## src/rtl/f8_test_supervisor_pkg.sv

```systemverilog
// ----------------------------------------------------------------------------
// f8_supervisor_pkg
// Shared types and helpers for the f8 run supervisor.
//   state_t         : HOLD / RUN / DRAIN / DONE supervisor states
//   fail_code_t     : reported failure cause
//   first_set_index : trap priority encoder, lowest set bit wins
// ----------------------------------------------------------------------------
package f8_supervisor_pkg;

    // Widest trap vector the priority encoder accepts.
    localparam int MAX_TRAP = 64;

    typedef enum logic [1:0] {
        HOLD  = 2'd0,
        RUN   = 2'd1,
        DRAIN = 2'd2,
        DONE  = 2'd3
    } state_t;

    typedef enum logic [1:0] {
        FAIL_NONE      = 2'd0,
        FAIL_TRAP      = 2'd1,
        FAIL_HEARTBEAT = 2'd2
    } fail_code_t;

    // Index of the lowest set bit; 0 when nothing is set. Scanning from the
    // top down lets the lowest index overwrite any higher one.
    function automatic int unsigned first_set_index(input logic [MAX_TRAP-1:0] vec);
        int unsigned idx;
        idx = 32'd0;
        for (int i = MAX_TRAP - 1; i >= 0; i--) begin
            if (vec[i]) begin
                idx = unsigned'(i);
            end else begin
                idx = idx;
            end
        end
        return idx;
    endfunction

endpackage

```

## src/rtl/f8_test_supervisor_if.sv

```systemverilog
// ----------------------------------------------------------------------------
// f8_test_supervisor_if
// Bundle between the supervisor and the system(s) it controls.
//   trap[N_TRAP]     system -> supervisor, level trap lines
//   finish_req       system -> supervisor, early-finish request
//   heartbeat        system -> supervisor, liveness pulse
//   sys_reset        supervisor -> system, active-high reset
//   running, done, pass, fail_code[2], trap_id[TIW], cycle_count[CW]
//                    supervisor status outputs
// Modports: slave = supervisor side, master = system / bench side.
// ----------------------------------------------------------------------------
interface f8_test_supervisor_if #(
    parameter int N_TRAP = 1,
    parameter int TIW    = 1,
    parameter int CW     = 11
);
    logic [N_TRAP-1:0] trap;
    logic              finish_req;
    logic              heartbeat;
    logic              sys_reset;
    logic              running;
    logic              done;
    logic              pass;
    logic [1:0]        fail_code;
    logic [TIW-1:0]    trap_id;
    logic [CW-1:0]     cycle_count;

    modport slave (
        input  trap, finish_req, heartbeat,
        output sys_reset, running, done, pass, fail_code, trap_id, cycle_count
    );

    modport master (
        output trap, finish_req, heartbeat,
        input  sys_reset, running, done, pass, fail_code, trap_id, cycle_count
    );
endinterface

```

## src/rtl/f8_reset_sync.sv

```systemverilog
// ----------------------------------------------------------------------------
// f8_reset_sync
// Two-flop reset synchroniser: asserts asynchronously, releases on the second
// rising clock edge after async_rst_n goes high.
//   clk          in  clock
//   async_rst_n  in  raw active-low reset
//   sync_rst_n   out synchronised active-low reset
// ----------------------------------------------------------------------------
module f8_reset_sync (
    input  logic clk,
    input  logic async_rst_n,
    output logic sync_rst_n
);
    logic meta_r;
    logic sync_r;

    // Shift a constant one through two flops once reset is released.
    always_ff @(posedge clk or negedge async_rst_n) begin
        if (!async_rst_n) begin
            meta_r <= 1'b0;
            sync_r <= 1'b0;
        end else begin
            meta_r <= 1'b1;
            sync_r <= meta_r;
        end
    end

    assign sync_rst_n = sync_r;
endmodule

```

## src/rtl/f8_test_supervisor.sv

```systemverilog
// ----------------------------------------------------------------------------
// f8_test_supervisor
// Run supervisor: sequences the system reset, counts run cycles up to a
// budget, captures the first trap, drains, then reports done/pass/fail_code.
//   clk               in  system clock
//   power_on_reset_n  in  asynchronous active-low reset
//   sup (slave)       trap/finish_req/heartbeat in; sys_reset, running, done,
//                     pass, fail_code, trap_id, cycle_count out (all registered)
// Optional feature: define SUPERVISOR_HEARTBEAT_EN to build the heartbeat
// watchdog (timeout after HB_WINDOW RUN cycles without a heartbeat).
// ----------------------------------------------------------------------------
module f8_test_supervisor
    import f8_supervisor_pkg::*;
#(
    parameter int RESET_CYCLES = 20,
    parameter int RUN_CYCLES   = 2045,
    parameter int DRAIN_CYCLES = 5,
    parameter int N_TRAP       = 1,
    parameter int HB_WINDOW    = 256
) (
    input  logic                 clk,
    input  logic                 power_on_reset_n,
    f8_test_supervisor_if.slave  sup
);
    localparam int TIW = (N_TRAP > 1) ? $clog2(N_TRAP) : 1;
    localparam int CW  = $clog2(RUN_CYCLES + 1);
    localparam int HCW = (RESET_CYCLES > 1) ? $clog2(RESET_CYCLES + 1) : 1;
    localparam int DCW = (DRAIN_CYCLES > 1) ? $clog2(DRAIN_CYCLES + 1) : 1;

    localparam logic [HCW-1:0] HOLD_LAST   = HCW'(RESET_CYCLES - 1);
    localparam logic [CW-1:0]  RUN_LAST    = CW'(RUN_CYCLES - 1);
    localparam logic [DCW-1:0] DRAIN_LAST  = (DRAIN_CYCLES > 0) ? DCW'(DRAIN_CYCLES - 1) : {DCW{1'b0}};
    localparam state_t         AFTER_RUN   = (DRAIN_CYCLES == 0) ? DONE : DRAIN;

    logic             rst_sync_n_s;
    state_t           state_r;
    state_t           next_state_s;
    logic [HCW-1:0]   hold_cnt_r;
    logic [DCW-1:0]   drain_cnt_r;
    logic             trap_hit_s;
    logic             hb_timeout_s;
    logic             run_exit_s;
    logic             hold_end_s;
    logic             drain_end_s;
    logic [MAX_TRAP-1:0] trap_ext_s;

    logic             sys_reset_r, sys_reset_s;
    logic             running_r, running_s;
    logic             done_r, done_s;
    logic             pass_r, pass_s;
    fail_code_t       fail_code_r, fail_code_s;
    logic [TIW-1:0]   trap_id_r, trap_id_s;
    logic [CW-1:0]    cycle_count_r, cycle_count_s;

    f8_reset_sync u_reset_sync (
        .clk         (clk),
        .async_rst_n (power_on_reset_n),
        .sync_rst_n  (rst_sync_n_s)
    );

    assign trap_ext_s  = MAX_TRAP'(sup.trap);
    assign trap_hit_s  = |sup.trap;
    assign hold_end_s  = (hold_cnt_r == HOLD_LAST);
    assign drain_end_s = (drain_cnt_r == DRAIN_LAST);
    assign run_exit_s  = trap_hit_s | hb_timeout_s | sup.finish_req |
                         (cycle_count_r == RUN_LAST);

`ifdef SUPERVISOR_HEARTBEAT_EN
    localparam int HBW = $clog2(HB_WINDOW + 1);
    localparam logic [HBW-1:0] HB_LIMIT = HBW'(HB_WINDOW);
    logic [HBW-1:0] hb_cnt_r;

    // Watchdog: held at zero outside RUN (so it is clear on RUN entry) and on
    // every heartbeat; saturates at the window so it cannot wrap.
    always_ff @(posedge clk or negedge rst_sync_n_s) begin
        if (!rst_sync_n_s) begin
            hb_cnt_r <= {HBW{1'b0}};
        end else if ((state_r != RUN) || sup.heartbeat) begin
            hb_cnt_r <= {HBW{1'b0}};
        end else if (hb_cnt_r != HB_LIMIT) begin
            hb_cnt_r <= hb_cnt_r + HBW'(1);
        end else begin
            hb_cnt_r <= hb_cnt_r;
        end
    end

    assign hb_timeout_s = (state_r == RUN) && (hb_cnt_r == HB_LIMIT);
`else
    localparam int hb_window_unused = HB_WINDOW;
    logic hb_unused_s;
    assign hb_unused_s  = sup.heartbeat;
    assign hb_timeout_s = 1'b0;
`endif

    // State register; reset follows the synchronised reset so HOLD counting
    // starts only after the synchroniser has released.
    always_ff @(posedge clk or negedge rst_sync_n_s) begin
        if (!rst_sync_n_s) begin
            state_r <= HOLD;
        end else begin
            state_r <= next_state_s;
        end
    end

    // Next-state logic.
    always_comb begin
        next_state_s = state_r;
        case (state_r)
            HOLD: begin
                if (hold_end_s) next_state_s = RUN;
                else            next_state_s = HOLD;
            end
            RUN: begin
                if (run_exit_s) next_state_s = AFTER_RUN;
                else            next_state_s = RUN;
            end
            DRAIN: begin
                if (drain_end_s) next_state_s = DONE;
                else             next_state_s = DRAIN;
            end
            DONE:    next_state_s = DONE;
            default: next_state_s = HOLD;
        endcase
    end

    // Output logic: next values of the registered outputs. Trap beats the
    // heartbeat timeout, which beats finish/budget; captures happen only in RUN.
    always_comb begin
        sys_reset_s   = (next_state_s == HOLD);
        running_s     = (next_state_s == RUN);
        done_s        = (next_state_s == DONE);
        fail_code_s   = fail_code_r;
        trap_id_s     = trap_id_r;
        cycle_count_s = cycle_count_r;
        if (state_r == RUN) begin
            if (trap_hit_s) begin
                fail_code_s = FAIL_TRAP;
                trap_id_s   = TIW'(first_set_index(trap_ext_s));
            end else if (hb_timeout_s) begin
                fail_code_s = FAIL_HEARTBEAT;
            end else begin
                fail_code_s = FAIL_NONE;
            end
            if (run_exit_s) cycle_count_s = cycle_count_r;
            else            cycle_count_s = cycle_count_r + CW'(1);
        end else begin
            cycle_count_s = cycle_count_r;
        end
        pass_s = done_s && (fail_code_s == FAIL_NONE);
    end

    // Output registers.
    always_ff @(posedge clk or negedge rst_sync_n_s) begin
        if (!rst_sync_n_s) begin
            sys_reset_r   <= 1'b1;
            running_r     <= 1'b0;
            done_r        <= 1'b0;
            pass_r        <= 1'b0;
            fail_code_r   <= FAIL_NONE;
            trap_id_r     <= {TIW{1'b0}};
            cycle_count_r <= {CW{1'b0}};
        end else begin
            sys_reset_r   <= sys_reset_s;
            running_r     <= running_s;
            done_r        <= done_s;
            pass_r        <= pass_s;
            fail_code_r   <= fail_code_s;
            trap_id_r     <= trap_id_s;
            cycle_count_r <= cycle_count_s;
        end
    end

    // HOLD and DRAIN interval counters, cleared whenever their state is left.
    always_ff @(posedge clk or negedge rst_sync_n_s) begin
        if (!rst_sync_n_s) begin
            hold_cnt_r  <= {HCW{1'b0}};
            drain_cnt_r <= {DCW{1'b0}};
        end else begin
            if ((state_r == HOLD) && !hold_end_s) hold_cnt_r <= hold_cnt_r + HCW'(1);
            else                                  hold_cnt_r <= {HCW{1'b0}};
            if ((state_r == DRAIN) && !drain_end_s) drain_cnt_r <= drain_cnt_r + DCW'(1);
            else                                    drain_cnt_r <= {DCW{1'b0}};
        end
    end

    assign sup.sys_reset   = sys_reset_r;
    assign sup.running     = running_r;
    assign sup.done        = done_r;
    assign sup.pass        = pass_r;
    assign sup.fail_code   = fail_code_r;
    assign sup.trap_id     = trap_id_r;
    assign sup.cycle_count = cycle_count_r;
endmodule

```

## src/flat_wrapper.sv

```systemverilog
// flat-port wrapper written by rule: the top's interface ports become plain ports
module f8_test_supervisor_flat import f8_supervisor_pkg::*;
#(
    parameter int RESET_CYCLES = 20,
    parameter int RUN_CYCLES   = 2045,
    parameter int DRAIN_CYCLES = 5,
    parameter int N_TRAP       = 1,
    parameter int HB_WINDOW    = 256
)
  (clk, power_on_reset_n, sup_trap, sup_finish_req, sup_heartbeat, sup_sys_reset, sup_running, sup_done, sup_pass, sup_fail_code, sup_trap_id, sup_cycle_count);
  f8_test_supervisor_if #(.N_TRAP(N_TRAP), .TIW(((N_TRAP > 1) ? $clog2(N_TRAP) : 1)), .CW(($clog2(RUN_CYCLES + 1)))) sup_i ();
  input  logic clk;
  input  logic power_on_reset_n;
  input wire logic [$bits(sup_i.trap)-1:0] sup_trap;
  input wire logic [$bits(sup_i.finish_req)-1:0] sup_finish_req;
  input wire logic [$bits(sup_i.heartbeat)-1:0] sup_heartbeat;
  output wire logic [$bits(sup_i.sys_reset)-1:0] sup_sys_reset;
  output wire logic [$bits(sup_i.running)-1:0] sup_running;
  output wire logic [$bits(sup_i.done)-1:0] sup_done;
  output wire logic [$bits(sup_i.pass)-1:0] sup_pass;
  output wire logic [$bits(sup_i.fail_code)-1:0] sup_fail_code;
  output wire logic [$bits(sup_i.trap_id)-1:0] sup_trap_id;
  output wire logic [$bits(sup_i.cycle_count)-1:0] sup_cycle_count;
  assign sup_i.trap = sup_trap;
  assign sup_i.finish_req = sup_finish_req;
  assign sup_i.heartbeat = sup_heartbeat;
  assign sup_sys_reset = sup_i.sys_reset;
  assign sup_running = sup_i.running;
  assign sup_done = sup_i.done;
  assign sup_pass = sup_i.pass;
  assign sup_fail_code = sup_i.fail_code;
  assign sup_trap_id = sup_i.trap_id;
  assign sup_cycle_count = sup_i.cycle_count;
  f8_test_supervisor #(.RESET_CYCLES(RESET_CYCLES), .RUN_CYCLES(RUN_CYCLES), .DRAIN_CYCLES(DRAIN_CYCLES), .N_TRAP(N_TRAP), .HB_WINDOW(HB_WINDOW)) u_core (.clk(clk), .power_on_reset_n(power_on_reset_n), .sup(sup_i));
endmodule
```

## config.mk

```make
export PLATFORM = sky130hd
export DESIGN_NAME = f8_test_supervisor_flat
export DESIGN_NICKNAME = d
export VERILOG_FILES = /design/src/rtl/f8_test_supervisor_pkg.sv /design/src/rtl/f8_test_supervisor_if.sv /design/src/rtl/f8_reset_sync.sv /design/src/rtl/f8_test_supervisor.sv /design/src/flat_wrapper.sv
export SDC_FILE = /design/constraint.sdc
export NUM_CORES = 1
export LEC_CHECK = 0
export CORE_MARGIN = 2
export CORE_UTILIZATION = 46
export CTS_BUF_LIST = sky130_fd_sc_hd__clkbuf_16
export DETAILED_ROUTE_END_ITERATION = 7
export PLACE_DENSITY = 0.74
export SETUP_SLACK_MARGIN = 0.05
export SLEW_MARGIN = 20
export SYNTH_ARGS = -nofsm -noshare
export SYNTH_HDL_FRONTEND = slang
export SYNTH_HIERARCHICAL = 1
export SYNTH_SLANG_ARGS = --single-unit
```

## constraint.sdc

```tcl
create_clock -name clk -period 1.05 [get_ports clk]
set_clock_uncertainty 0.2 [all_clocks]
set_input_delay 0.21 -clock clk [delete_from_list [all_inputs] [get_ports clk]]
set_output_delay 0.21 -clock clk [all_outputs]
set_load 0.02 [all_outputs]
```

; ---- Yosys cells after proc, flatten, opt, wreduce, memory -nomap -nowiden
; Index checks and enable logic that the tools add are counted.
[word_totals]
reg_bits = 29
input_bits = 5
output_inout_bits = 18
elab_cells = 42
[op_classes]
add_sub_neg = 3
n_eq_ne = 8
n_mux = 8
bitwise_logic = 3
n_reduce_logical = 9
[ops]
columns = cell, count
row1 = "adder 11 x 1 -> 11 bit, second input constant", 1
row2 = "== test 11 bit, second input constant", 1
row3 = case mux 2 bit (4 select lines), 1
row4 = "== test 2 bit, second input constant", 3
row5 = logical NOT 2 bit, 3
row6 = "adder 5 x 1 -> 5 bit, second input constant", 1
row7 = "== test 5 bit, second input constant", 1
row8 = 2-to-1 mux 5 bit, 1
row9 = "== test 2 x 1 -> 1 bit, second input constant", 2
row10 = 2-to-1 mux 2 bit, 2
row11 = "adder 3 x 1 -> 3 bit, second input constant", 1
row12 = "== test 3 bit, second input constant", 1
row13 = logical AND 1 bit, 3
row14 = 2-to-1 mux 1 bit, 3
row15 = 2-to-1 mux 3 bit, 1
row16 = logical NOT 1 bit, 2
row17 = bitwise OR 1 bit, 2
row18 = AND reduction 2 bit, 1
row19 = inverter 1 bit, 1

; ---- Depth between registers and ports, before layout
[depth]
ltp_word = 6
ltp_mapped = 6
mapped_depth_nobuf = 6

; ---- Hierarchy
; The synthesis kept the hierarchy.
[by_module_without_submodules]
columns = module, n_inst, cells_per_inst, area_per_inst_um2
row1 = f8_test_supervisor, 1, 107, 1229.9
row2 = f8_reset_sync, 1, 3, 53.8

; ---- Worst setup path after synthesis
; No wires, ideal clock.
[synth_path]
path_kind = register to register
startpoint = register u_core.cycle_count_r[0] (netlist: u_core/sup.cycle_count[0])
endpoint = register u_core.cycle_count_r[1] (netlist: u_core/sup.cycle_count[1])
setup_ns = 0.125
arrival_ns = 1.732
setup_slack_ns = -1.008
path_stages_with_launch = 7
cell_sequence = dfrtp_1 > inv_1 > ha_1 > nand4_1 > o31ai_4 > nand2b_4 > mux2_4
[synth_between]
elab_chain_len = 4
word_cells_on_any_way = 5
cone_classes = 1 x add/sub / 1 x eq/ne / 2 x bitwise / 1 x reduce/logical
[synth_lines]
columns = item, line
row1 = from (decl), f8_test_supervisor.sv:53  ; logic [CW-1:0] cycle_count_r, cycle_count_s;
row2 = from (signal assigned), f8_test_supervisor.sv:161  ; cycle_count_r <= {CW{1'b0}};
row3 = from (signal assigned), f8_test_supervisor.sv:169  ; cycle_count_r <= cycle_count_s;
row4 = branches (longest 4 deep; another with adder 11 x 1 -> 11 bit), n/a
; Parallel ways; which one is timed is not known.
; A chain may end at the register's enable or synchronous reset.

; ---- Worst setup path after layout
[layout_path]
startpoint = register u_core.cycle_count_r[1] (netlist: u_core/sup.cycle_count[1])
endpoint = register u_core.cycle_count_r[5] (netlist: u_core/sup.cycle_count[5])
; The elaborated chain is that of the path after synthesis.

==> results.yml <==
sta:
  final-hold-violation-count: 8
  finalCriticalPeriod_ps: 1919
  post-route-worst-setup-slack_ps: -868.8
  rsz0062_at_grt: "yes"
  setup_viol: 44
  finalCritPeriodShare_pct: 182.7
  holdWs_ps: -53.15
  finalMaxSlewViolations: 0
  fmax_mhz: 521.1
logic_synthesis:
  syn_nets: 120
  synth_xor_area_share_pct: 8.187
  synthMuxAreaShare_pct: 2.924
  ys.warnings.count: 6
  ys_seq_area_share_pct: 56.63
  synth_top_area_share_pct: 54.58
  synth_cell_types: 29
  ys_seq_elements: 29
  synth_fa_ha_area_share_pct: 4.873
  yosys.area_share.simple_pct: 18.91
  syn-cell-area_um2: 1284
  netlist_instances: 110
  yosys-top-cells-area: "dfrtp_1, xor2_1, ha_1"
  synth_top_family_by_area: "simple AND/OR/NAND/NOR gates"
  synth_compound_area_share_pct: 4.678
  synth.avg_cell_area_um2: 11.67
  yosys.area.top_type: "dfrtp_1"
power_and_ir_drop:
  powerDensity_nw_per_um2: 1701
  p_leak_nw: 1.193
  vdd_drop_max_mv: 2.483
placement:
  place_area_um2: 1832
  dp_cells: 193
  io_buffer_count: 20
  place_congestion: 0.8240
  post-dp-hpwl_um: 2013
  pre_cts_slack_ps: -786.1
layout:
  drive_gt1_share_pct: 67.02
  n_antenna_cell: 0
  final_cell_area_um2: 2504
  final_core_util_pct: 92.38
  syn_to_final_growth_pct: 95.03
  stdcell_count: 222
  layout_common_cells: "buf_6, buf_4, dfrtp_1"
  final_common_cell: "buf_6"
  n_fill_cell: 88
  final_nets: 200
grt:
  track_usage_pct: 28.43
  grt_first_pass_wirelength_um: 6630
  grt_pass1_vias: 1325
  grt_max_degree: 13
  grt_overflow_total: 0
  antenna_found_initial: 0
critical_path:
  reg2reg_to: "u_core/sup.cycle_count[5]"
  cp.required_ps: 1040
  ff2ff_path_depth: 8
  cp-start-kind: "flip-flop"
  crit_arrival_ps: 1900
  crit_path_start: "u_core/sup.cycle_count[1]"
  critPathMaxFanout: 5
  path_class: "flip-flop to flip-flop"
  cp-end-kind: "flip-flop"
  crit_end: "u_core/sup.cycle_count[5]"
  r2r-start: "u_core/sup.cycle_count[1]"
  r2r_slack_ps: -870
routing:
  drtIter0Drc: 47
  avgRoutedWirePerCell_um: 23.77
  routed_via_density: 5.599
  dr.pass1.iters: 5
  final_antenna_net_count: 0
  num_vias: 1243
  drt-total-wl_um: 5278
  drc: 0
hold_path:
  hold_class: "flip-flop to asynchronous set/reset pin"
die:
  die_area_um2: 3229
  ios: 23
  rows: 19
  start_util_pct: 47.37
  dieWidth_um: 56.83
  die_y_um: 56.83
  coreArea_um2: 2710
clocking:
  clockBufferDepth: 2
  clk_pin_slew_ps: 60
  clk_latency_ps: 280
  cts_root_buffer: "clkbuf_16"
  cts_hold_buf: 1
  cts_tree: "yes"
  cts_buffers: 5
  h-tree-depth: 2
  clock-sinks: 29
status:
  violations: "negative hold slack, negative setup slack"
  status: "finished with violations"
flow_run:
  max_cap_viol_count: 0
[where the power goes]
part	internal (mW)	total (mW)	switching (mW)	leakage [nW]
Sequential	1.23	1.32	0.0957	0.370
Clock	1.35	1.88	0.523	0.0938
Combinational	0.565	1.06	0.495	0.729
[per-layer routing]
| metal | vias to the layer above | track usage (%) | share of wire [%] |
|---|---|---|---|
| met2 | 77 | 47.34 | 54 |
| met5 | - | 0 | 0 |
| met4 | 0 | 13.95 | 2.7 |
| met1 | 629 | 32.18 | 37 |
| li1 | 520 | - | - |
| met3 | 17 | 10.14 | 6.1 |
[stage by stage]
step | setup TNS, ps | hold slack (ps) | total power, mW
3_5_place_dp | -18800 | -59.16 | 1.929
4_1_cts | -16350 | -54.99 | 3.995
3_3_place_gp | -17620 | -65.83 | 1.916
6_report | -19750 | -53.15 | 4.259
2_1_floorplan | -11360 | -285.6 | 1.687
5_1_grt | -21150 | -33.60 | 4.388
[layout make-up]
| cell class | instances | area (um2) | share of cell area [%] |
|---|---|---|---|
| Inverter | 7 | 28.78 | 1.149 |
| Timing Repair Buffer | 75 | 748.2 | 29.89 |
| Tap cell | 31 | 38.79 | 1.549 |
| Multi-Input combinational cell | 72 | 767.0 | 30.63 |
| Sequential cell | 29 | 730.7 | 29.19 |
| Clock inverter | 3 | 65.06 | 2.599 |
| Clock buffer | 5 | 125.1 | 4.998 |
[Yosys cell counts]
| cell | count |
|---|---|
| dfrtp_1 | 28 |
| nor2_1 | 10 |
| xor2_1 | 9 |
| inv_1 | 7 |
| nand2_1 | 7 |
| nor3_1 | 6 |
| ha_1 | 5 |
| nand3_1 | 4 |
| a21oi_1 | 3 |
| and2_1 | 3 |
| nand4_1 | 3 |
| nor2b_1 | 3 |
| xnor2_1 | 3 |
| buf_4 | 2 |
| conb_1 | 2 |
| mux2_2 | 2 |
| a211oi_1 | 1 |
| a21o_2 | 1 |
| and3_1 | 1 |
| dfstp_2 | 1 |
| mux2_4 | 1 |
| nand2b_1 | 1 |
| nand2b_4 | 1 |
| nand4_4 | 1 |
| nand4bb_1 | 1 |
| nor3b_1 | 1 |
| nor4_1 | 1 |
| o31ai_1 | 1 |
| o31ai_4 | 1 |
[kinds of logic after synthesis]
| family | after synthesis |
|---|---|
| AO/OA/AOI/OAI | 7 |
| XOR/XNOR | 12 |
| adder cells (fa/ha/maj) | 5 |
| buffers and inverters | 9 |
| flip-flops | 29 |
| multiplexers | 3 |
| other | 2 |
| AND/OR/NAND/NOR | 43 |
[worst min-delay path by stage]
stage,endpoint,slack [ps],cells after the start
2_1_floorplan,u_core/u_reset_sync/meta_r,-290,0
5_1_grt,u_core/sup.pass,-30,0
3_5_place_dp,u_core/sup.pass,-60,0
6_report,u_core/sup.pass,-50,0
4_1_cts,u_core/sup.fail_code[1],-50,0
3_3_place_gp,u_core/sup.fail_code[1],-70,0
[registers in the layout, indices dropped and copies added (netlist names)]
name	count
u_core/drain_cnt_r	3
u_core/hold_cnt_r	5
u_core/state_r	2
u_core/sup.cycle_count	11
u_core/sup.done	1
u_core/sup.fail_code	2
u_core/sup.pass	1
u_core/sup.running	1
u_core/sup.sys_reset	1
u_core/u_reset_sync/meta_r	1
u_core/u_reset_sync/sync_rst_n	1
[timing repair]
item,in CTS,in global routing
setup endpoints to repair,44,44
pin swaps,20,11
setup buffers,15,13
endpoints found under the hold margin,10,8
gates cloned,0,0
gates resized for setup,147,24
[worst max-delay path, cell delays in order, from the launching register on]
cell and delay [ps]:
dfrtp_2 410, inv_2 80, ha_4 130, nand4_1 160, o31ai_4 280, buf_4 170
buf_6 120, nor3_1 60, xor2_1 210
(Power assumes the default switching activity.)
